**config.mk**
```make
export PLATFORM = sky130hd
export DESIGN_NAME = mem_burst_ctl
export DESIGN_NICKNAME = d
export VERILOG_FILES = /design/src/rtl/mem_burst_ctl.sv
export SDC_FILE = /design/constraint.sdc
export NUM_CORES = 1
export LEC_CHECK = 0
export BUFFER_PORTS_ARGS = -buffer_cell sky130_fd_sc_hd__buf_2
export CAP_MARGIN = 0
export CORE_UTILIZATION = 45
export CTS_CLUSTER_DIAMETER = 60
export DETAILED_ROUTE_END_ITERATION = 10
export PLACE_DENSITY = 0.65
export SYNTH_ARGS = -nofsm -noshare
export SYNTH_HDL_FRONTEND = slang
export SYNTH_SLANG_ARGS = --single-unit
```
**constraint.sdc**
```tcl
create_clock -name clk -period 9.8 [get_ports clk]
set_clock_uncertainty 0.15 [all_clocks]
set_input_delay 1.96 -clock clk [delete_from_list [all_inputs] [get_ports clk]]
set_output_delay 1.96 -clock clk [all_outputs]
set_load 0.02 [all_outputs]
```
**src/rtl/mem_burst_ctl.sv**
```systemverilog
`default_nettype none
// ============================================================================
// Module   : mem_burst_ctl
// Brief    : Byte-serial RAM controller; LSB loads/stores and I-cache line
//            fills share the 8-bit RAM port. Optional fetch abort: MEMCTL_FLUSH_EN
// Revision : 1.0 - initial release
// ============================================================================
module mem_burst_ctl #(
  parameter int ADDR_W     = 32,
  parameter int LINE_BYTES = 4
) (
  input  logic                    clk,
  input  logic                    rst,
  input  logic                    rdy,
  input  logic                    lsb_req,
  input  logic                    lsb_we,
  input  logic [1:0]              lsb_size,
  input  logic [ADDR_W-1:0]       lsb_addr,
  input  logic [31:0]             lsb_wdata,
  output logic                    lsb_gnt,
  output logic                    lsb_done,
  output logic [31:0]             lsb_rdata,
  input  logic                    if_req,
  input  logic [ADDR_W-1:0]       if_addr,
  output logic                    if_gnt,
  output logic                    if_done,
  output logic [8*LINE_BYTES-1:0] if_line,
`ifdef MEMCTL_FLUSH_EN
  input  logic                    flush,
`endif
  input  logic [7:0]              mem_din,
  output logic [7:0]              mem_dout,
  output logic [ADDR_W-1:0]       mem_a,
  output logic                    mem_wr
);

  localparam int c_OFF_W  = $clog2(LINE_BYTES);
  localparam int c_CNT_W  = c_OFF_W + 1;
  localparam int c_LINE_W = 8 * LINE_BYTES;

  typedef enum logic [1:0] {
    S_IDLE  = 2'd0,
    S_LOAD  = 2'd1,
    S_STORE = 2'd2,
    S_FETCH = 2'd3
  } state_t;

  state_t              r_state, w_state_next;
  logic [c_CNT_W-1:0]  r_k, w_k_next;
  logic [c_CNT_W-1:0]  r_len, w_len_next;
  logic [ADDR_W-1:0]   r_base, w_base_next;
  logic [ADDR_W-1:0]   r_mem_a, w_mem_a_next;
  logic [31:0]         r_wdata, w_wdata_next;
  logic [31:0]         r_lsb_rdata, w_lsb_rdata_next;
  logic [c_LINE_W-1:0] r_buf, w_buf_next, w_buf_cap;
  logic [c_LINE_W-1:0] r_if_line, w_if_line_next;
  logic [7:0]          r_mem_dout, w_mem_dout_next;
  logic                r_mem_wr, w_mem_wr_next;
  logic                r_lsb_done, w_lsb_done_next;
  logic                r_if_done, w_if_done_next;
  logic                r_resume, w_resume_next;
  logic                w_flush;
  logic                w_idle;
  logic [c_OFF_W-1:0]  w_cap_idx;
  logic [c_CNT_W-1:0]  w_lsb_len;
  logic [ADDR_W-1:0]   w_if_base;
  logic                w_unused_if_off;

`ifdef MEMCTL_FLUSH_EN
  assign w_flush = flush;
`else
  assign w_flush = 1'b0;
`endif

  assign w_idle  = (r_state == S_IDLE) && rdy;
  assign lsb_gnt = w_idle && lsb_req;
  assign if_gnt  = w_idle && if_req && !lsb_req && !w_flush;

  assign mem_a     = r_mem_a;
  assign mem_dout  = r_mem_dout;
  assign mem_wr    = r_mem_wr && rdy;
  assign lsb_done  = r_lsb_done;
  assign lsb_rdata = r_lsb_rdata;
  assign if_done   = r_if_done;
  assign if_line   = r_if_line;

  assign w_if_base       = {if_addr[ADDR_W-1:c_OFF_W], {c_OFF_W{1'b0}}};
  assign w_unused_if_off = ^if_addr[c_OFF_W-1:0];

  // Byte k-1 is the one whose read data is on mem_din at edge e_k
  assign w_cap_idx = c_OFF_W'(r_k - c_CNT_W'(1));

  always_comb begin
    w_buf_cap = r_buf;
    w_buf_cap[8*int'(w_cap_idx) +: 8] = mem_din;
  end

  always_comb begin
    unique case (lsb_size)
      2'd0:    w_lsb_len = c_CNT_W'(1);
      2'd1:    w_lsb_len = c_CNT_W'(2);
      default: w_lsb_len = c_CNT_W'(4);
    endcase
  end

  // A stall may let the RAM read pipeline drift, so the first edge after it
  // re-presents the pending address instead of capturing.
  always_comb begin
    w_resume_next = 1'b0;
    if (!rdy) begin
      w_resume_next = (r_state == S_LOAD) || (r_state == S_FETCH);
    end
  end

  always_comb begin
    w_state_next     = r_state;
    w_k_next         = r_k;
    w_len_next       = r_len;
    w_base_next      = r_base;
    w_wdata_next     = r_wdata;
    w_buf_next       = r_buf;
    w_mem_a_next     = r_mem_a;
    w_mem_dout_next  = r_mem_dout;
    w_mem_wr_next    = r_mem_wr;
    w_lsb_done_next  = r_lsb_done;
    w_if_done_next   = r_if_done;
    w_lsb_rdata_next = r_lsb_rdata;
    w_if_line_next   = r_if_line;
    if (rdy) begin
      w_lsb_done_next = 1'b0;
      w_if_done_next  = 1'b0;
      unique case (r_state)
        S_IDLE: begin
          if (lsb_gnt) begin
            w_state_next  = lsb_we ? S_STORE : S_LOAD;
            w_base_next   = lsb_addr;
            w_len_next    = w_lsb_len;
            w_wdata_next  = lsb_wdata;
            w_buf_next    = '0;
            w_k_next      = c_CNT_W'(1);
            w_mem_a_next  = lsb_addr;
            w_mem_wr_next = lsb_we;
            if (lsb_we) begin
              w_mem_dout_next = lsb_wdata[7:0];
            end
          end else if (if_gnt) begin
            w_state_next  = S_FETCH;
            w_base_next   = w_if_base;
            w_len_next    = c_CNT_W'(LINE_BYTES);
            w_buf_next    = '0;
            w_k_next      = c_CNT_W'(1);
            w_mem_a_next  = w_if_base;
            w_mem_wr_next = 1'b0;
          end
        end
        S_STORE: begin
          if (r_k == r_len) begin
            w_mem_wr_next   = 1'b0;
            w_lsb_done_next = 1'b1;
            w_state_next    = S_IDLE;
          end else begin
            w_mem_a_next    = r_base + ADDR_W'(r_k);
            w_mem_dout_next = r_wdata[8*int'(r_k[1:0]) +: 8];
            w_k_next        = r_k + c_CNT_W'(1);
          end
        end
        S_LOAD, S_FETCH: begin
          if ((r_state == S_FETCH) && w_flush) begin
            w_state_next  = S_IDLE;
            w_mem_wr_next = 1'b0;
          end else if (r_resume) begin
            w_mem_a_next = r_base + ADDR_W'(w_cap_idx);
          end else begin
            w_buf_next = w_buf_cap;
            if (r_k == r_len) begin
              w_state_next = S_IDLE;
              if (r_state == S_LOAD) begin
                w_lsb_done_next  = 1'b1;
                w_lsb_rdata_next = w_buf_cap[31:0];
              end else begin
                w_if_done_next = 1'b1;
                w_if_line_next = w_buf_cap;
              end
            end else begin
              w_mem_a_next = r_base + ADDR_W'(r_k);
              w_k_next     = r_k + c_CNT_W'(1);
            end
          end
        end
        default: w_state_next = S_IDLE;
      endcase
    end
  end

  always_ff @(posedge clk or posedge rst) begin
    if (rst) begin
      r_state     <= S_IDLE;
      r_k         <= '0;
      r_len       <= '0;
      r_base      <= '0;
      r_wdata     <= '0;
      r_buf       <= '0;
      r_mem_a     <= '0;
      r_mem_dout  <= '0;
      r_mem_wr    <= 1'b0;
      r_lsb_done  <= 1'b0;
      r_if_done   <= 1'b0;
      r_lsb_rdata <= '0;
      r_if_line   <= '0;
      r_resume    <= 1'b0;
    end else begin
      r_state     <= w_state_next;
      r_k         <= w_k_next;
      r_len       <= w_len_next;
      r_base      <= w_base_next;
      r_wdata     <= w_wdata_next;
      r_buf       <= w_buf_next;
      r_mem_a     <= w_mem_a_next;
      r_mem_dout  <= w_mem_dout_next;
      r_mem_wr    <= w_mem_wr_next;
      r_lsb_done  <= w_lsb_done_next;
      r_if_done   <= w_if_done_next;
      r_lsb_rdata <= w_lsb_rdata_next;
      r_if_line   <= w_if_line_next;
      r_resume    <= w_resume_next;
    end
  end

endmodule
`default_nettype wire

```
==> results.md, run 1 <==
* Status: complete, no violations
* Syn avg cell area at 9.84 um^2
* Synth Area in Simple Gates at 15.3%
* Commonest non-fill, non-tap cell in the layout: buf_2
* Placed cell area at 12100 um^2
* Wirelength per Cell at 18.4 um
* Final Net Count at 1407
* # diodes at 0
* Largest family of logic cells by synthesized area: compound AO/OA/AOI/OAI gates
* Final GP Congestion at 0.908
* Post-CTS setup buffers at 0
* CTS Buf Count at 24
* Total power per unit cell area at 307 nW/um^2
* Cts repair resizes at 0
* Worst-Margin Slew at 1.24 ns
* Die Height at 157 um
* Core ar. at 23500 um^2
* Overflow after GRT at 0
* Final hold violations at 0
* Design Power at 3940 uW
* GRT Overall Usage at 24.4%
* P&R area growth vs syn at 18.7%
* Vias per cell at 5.66
* Cts hold-fix bufs at 0
* CP endpoint kind: primary output
* Port Buf Inserts at 218
* Final non-filler cell area at 12800 um^2
* H-tree levels at 1
* Clk sink count at 212
* Largest net degree at the start of global routing at 132
* Net count after synthesis at 1222
* DRC viols at 0
* Initial antenna violation count at 0
* Die width at 157 um
* Cell variety after synth at 71
* First-pass GRT wire length at 46900 um
* Mapped cell area at 10800 um^2
* Fmax at 0.203 GHz
* Crit-path max FO at 13
* Dpl ws at 4.88 ns
* RSZ-0062 raised after global routing: no
* Worst slew margin at 16.5%
* Remaining antenna violation count after routing at 0
* Initial Util at 45.9%
* Final worst setup slack at 4.88 ns
* Vias in the first global route at 8725
* Post-synthesis async set-or-reset flop share at 100%
* Fin crit period at 4.92 ns
* DRT iter0 DRCs at 662
* Crit share post-route at 50.2%
* Req. time, crit path at 7.69 ns
* Mux cell area share after synthesis at 9.00%
* Initial DRT Pass Iterations at 5
* Routed wire length at 29900 um
* HP Class: reg2reg
* Yosys warning count at 0
* Startpoint types: input pin
* TritonCTS clock tree: done
* #FFs+latches synth at 212
* Max Slew Vio Count at 0
* FP Rows at 56
* Synth Area in Adders at 1.53%
* Worst-Skew Late Latency at 0.52 ns
* Synth Area in XOR/XNOR at 2.03%
* Via count at 9170
* Register area share after synthesis at 49.1%
* Crit path DAT at 2.81 ns
* Setup violations, final at 0
* Worst-path clk slew at 0.06 ns
* Post-DP HPWL at 20500 um
* Top_reg_cell synth: dfrtp_1
* Number of synthesized flops with an enable pin at 0
* Cell count after synthesis at 1098
* Total leakage power at 0.00587 uW
* Die area at 24600 um^2
* Peak supply drop at 0.000135 V
* Commonest cells after routing, fill and taps aside: buf_2 (218), dfrtp_1 (212), nand2_1 (135)
* Layout fillers at 2187
* Root Driver: clkbuf_16
* Crit path kind: in2out
* Complex-gate fraction of the synthesized area at 18.9%
* Layout cells sized above 1 at 25.5%
* Boundary Pins at 221
* Setup TNS at 0 ns
* MaxCap Viol Count at 0
* CTS max path bufs at 3
[power by group]
part           internal (uW)  switching [uW]  total (uW)  leakage, uW
sequential              1190             280        1470      0.00272
clock                    491             353         844     0.000373
combinational            627             997        1620      0.00278
total                   2310            1630        3940      0.00587
[cells by family (layout without fill, tap and decap cells)]
kind of cell / Yosys count / after routing
compound gates: 331 / 331
xor+xnor: 25 / 25
fa+ha+maj: 12 / 12
buf+inv: 90 / 292
flops: 212 / 212
mux: 83 / 83
simple gates: 345 / 345
[stage by stage]
stage | cells | util, % | hold WS [ns]
floorplan | 1098 | - | 0.308
global placement | 1576 | 51.3 | 0.305
detailed placement | 1576 | 51.3 | 0.316
CTS | 1619 | 54.5 | 0.329
global route | 1619 | 54.5 | 0.352
finish | 1619 | 54.5 | 0.321
[final cells by class]
| class | instances | area (um^2) | area share (%) |
|---|---|---|---|
| Sequential cell | 212 | 5310 | 41.4 |
| Multi-Input combinational cell | 796 | 5090 | 39.7 |
| Timing Repair Buffer | 235 | 1220 | 9.51 |
| Clock buffer | 35 | 692 | 5.40 |
| Tap cell | 319 | 399 | 3.11 |
| Inverter | 14 | 60.1 | 0.468 |
| Clock inverter | 8 | 58.8 | 0.459 |
[worst max-delay path, stage by stage]
cell and delay (ns):
buf_2 0.27, nand2_1 0.09, buf_4 0.22, nor2_4 0.10, buf_2 0.17
[per-layer routing]
| metal | track usage [%] | vias up | routed length [um] |
|---|---|---|---|
| met4 | 9.34 | 0 | 997 |
| met1 | 33.7 | 4437 | 13600 |
| met2 | 39.1 | 335 | 13600 |
| met3 | 3.44 | 69 | 1670 |
| li1 | - | 4329 | - |
| met5 | 0 | - | 0 |
[Yosys cell counts (10+ instances only)]
cell / instances / area share [%]
mux2i_1: 42 / 3.9
a22o_1: 39 / 3.2
nor4_1: 16 / 0.93
clkbuf_1: 37 / 1.3
o21ai_0: 99 / 4.6
buf_2: 16 / 0.74
a21oi_1: 110 / 5.1
ha_1: 10 / 1.2
a21o_1: 11 / 0.76
xnor2_1: 11 / 0.89
nor2_1: 75 / 2.6
nor2b_1: 36 / 2.1
buf_1: 12 / 0.42
inv_1: 14 / 0.49
xor2_1: 14 / 1.1
dfrtp_1: 212 / 49
nor3_1: 15 / 0.69
mux2_2: 33 / 3.4
nand3_1: 16 / 0.74
nand2_1: 136 / 4.7
[state kept, by name, summed over array words and instances, names as in the netlist, 2 cells and up]
register,cells
if_line,32
lsb_rdata,32
mem_a,32
r_base,32
r_buf,32
r_wdata,32
mem_dout,8
r_k,3
r_len,3
r_state,2
[worst paths after layout]
path	startpoint	endpoint	slack [ns]	cells after the start
worst max-delay path	rdy	lsb_gnt	4.88	5
worst min-delay path	if_line[0]	if_line[0]	0.32	2
worst min register to register	if_line[0]	if_line[0]	0.32	2
min in group asynchronous	rst	r_wdata[1]	1.49	2
worst max register to register	r_k[1]	mem_a[26]	5.65	9
max in group asynchronous	rst	r_base[18]	6.40	3
No activity file was read; power rests on OpenSTA's default activity.
==> inputs of run 2 (changes only) <==
==> constraint.sdc (replaced) <==
create_clock -name clk -period 4.8 [get_ports clk]
set_clock_uncertainty 0.15 [all_clocks]
set_input_delay 0.96 -clock clk [delete_from_list [all_inputs] [get_ports clk]]
set_output_delay 0.96 -clock clk [all_outputs]
set_load 0.02 [all_outputs]
==> results.md, run 2 (synthesis gave the netlist of run 1 again) <==
* Initial antenna violation count at 2 (+2)
* Crit-path max FO at 20 (+7)
* Boundary Pins at 221 (unchanged)
* Worst-path clk slew at 0.06 ns (about the same)
* CP endpoint kind: flip-flop
* Clk sink count at 212 (unchanged)
* Initial Util at 45.9% (unchanged)
* Dpl ws at 1.43 ns (-3.45 ns)
* Combinational Power Share at 39.4% (-1.9 points)
* TritonCTS clock tree: done
* Wirelength per Cell at 18.7 um (+1.2%)
* Final worst setup slack at 1.39 ns (-3.48 ns)
* P&R area growth vs syn at 21.2%
* Worst slew margin at 19.2% (+2.7 points)
* FP Rows at 56 (unchanged)
* Fmax at 0.293 GHz
* Total leakage power at 0.00600 uW (+2.3%)
* Worst-Margin Slew at 1.20 ns (-0.0401 ns)
* Die Height at 157 um (unchanged)
* Die width at 157 um (unchanged)
* CP Cell Sequence: buf_4 -> ha_1 -> inv_1 -> fa_1 -> nor2b_1 -> o21ai_0 -> nand2_1 -> o21ai_0 -> a2111oi_0 -> o21ai_0
* Commonest cells after routing, fill and taps aside: buf_2 (218), dfrtp_1 (212), nand2_1 (135)
* Total power per unit cell area at 648 nW/um^2 (+110%)
* Layout cells sized above 1 at 26.3% (+0.81 points)
* Vias per cell at 5.59 (-1.4%)
* CTS max path bufs at 3 (unchanged)
* Reported net switching power at 3400 uW (+110%)
* MaxCap Viol Count at 0 (unchanged)
* Cts hold-fix bufs at 0 (unchanged)
* DRC viols at 0 (unchanged)
* GRT Overall Usage at 24.8% (+0.32 points)
* Overflow after GRT at 0 (unchanged)
* Internal power at 5090 uW (+120%)
* Worst-Skew Late Latency at 0.53 ns (about the same)
* RSZ-0062 raised after global routing: no
* DRT iter0 DRCs at 689 (+4.1%)
* Switching Fraction at 40.0% (-1.4 points)
* Slowest CP cell: a2111oi_0
* Post-CTS setup buffers at 0 (unchanged)
* Final Util at 55.6% (+1.2 points)
* Routed wire length at 30500 um (+2.1%)
* Max Slew Vio Count at 0 (unchanged)
* Final GP Congestion at 0.918 (+1.1%)
* Crit path DAT at 3.63 ns (+0.82 ns)
* Most used cell, CP: o21ai_0
* HP Class: reg2reg
* Setup TNS at 0 ns (unchanged)
* Commonest non-fill, non-tap cell in the layout: buf_2
* Final Net Count at 1417 (+0.71%)
* H-tree levels at 1 (unchanged)
* CP max stage delay at 0.92 ns (+0.65 ns)
* Final hold violations at 0 (unchanged)
* Cts repair resizes at 0 (unchanged)
* Design Power at 8490 uW (+120%)
* Port Buf Inserts at 218 (unchanged)
* Initial DRT Pass Iterations at 6 (+1)
* Setup violations, final at 0 (unchanged)
* Sequential power share at 35.1% (-2.2 points)
* Fin crit period at 3.41 ns
* Peak supply drop at 0.000273 V (+100%)
* Remaining antenna violation count after routing at 0 (unchanged)
* Largest net degree at the start of global routing at 80 (-39%)
* CTS Buf Count at 26 (+8.3%)
* First-pass GRT wire length at 47400 um (+0.97%)
* Status: complete, no violations
* Req. time, crit path at 5.02 ns (-2.67 ns)
* Crit share post-route at 71.0%
* Crit path kind: reg2reg
* Startpoint types: flip-flop
* Core ar. at 23500 um^2 (unchanged)
* Die area at 24600 um^2 (unchanged)
* Root Driver: clkbuf_16
* Clk network pwr share at 25.4% (+4.0 points)
* Post-DP HPWL at 21300 um (+4.0%)
* Vias in the first global route at 8747 (+0.25%)
* Via count at 9127 (-0.47%)
## run 2: worst max-delay path, delay by kind of cell (launching register included)
family | cells | cell delay [ns]
buffers and inverters | 2 | 0.37
AO/OA/AOI/OAI | 4 | 1.39
AND/OR/NAND/NOR | 2 | 0.38
adder cells (fa/ha/maj) | 2 | 0.64
flip-flops | 1 | 0.34
## run 2: metal layers
| metal | share of wire (%) | vias to the layer above | global-route usage, % |
|---|---|---|---|
| met2 | 48 | 367 | 40.7 |
| met3 | 6.3 | 67 | 3.25 |
| met5 | 0 | - | 0 |
| met4 | 2.7 | 0 | 8.78 |
| li1 | - | 4347 | - |
| met1 | 43 | 4346 | 33.6 |
## run 2: path summary, 6_finish.rpt
| kind | startpoint | to | slack [ns] | cells past startpoint |
|---|---|---|---|---|
| setup / recovery | r_k[0] | mem_a[6] | 1.39 | 10 |
| hold / removal | if_line[28] | if_line[28] | 0.32 | 2 |
| setup reg to reg | r_k[0] | mem_a[6] | 1.39 | 10 |
| hold reg to reg | if_line[28] | if_line[28] | 0.32 | 2 |
| max in group asynchronous | rst | r_wdata[12] | 3.09 | 3 |
| min in group asynchronous | rst | lsb_rdata[10] | 0.44 | 2 |
## run 2: power by group through the flow
stage	Sequential (uW)	Clock (uW)	Combinational (uW)
after floorplan	3190	0	2070
after global placement	2970	0	3270
after detailed placement	2990	0	3330
after CTS	2970	2200	3350
after global routing	3060	2280	3680
final	2980	2160	3350
## run 2: cell type report
type	instances	area (um^2)
Sequential cell	212	5310
Antenna cell	2	5.00
Clock inverter	15	244
Tap cell	319	399
Timing Repair Buffer	243	1300
Fill cell	2167	10400
Inverter	14	56.3
Clock buffer	33	708
Multi-Input combinational cell	796	5080
## run 2: metrics by stage
| step | hold WS [ns] | std cells | cell area [um^2] |
|---|---|---|---|
| floorplan | 0.308 | 1098 | 10800 |
| global placement | 0.306 | 1583 | 12100 |
| detailed placement | 0.317 | 1583 | 12100 |
| CTS | 0.330 | 1631 | 13100 |
| global route | 0.350 | 1634 | 13100 |
| finish | 0.323 | 1634 | 13100 |
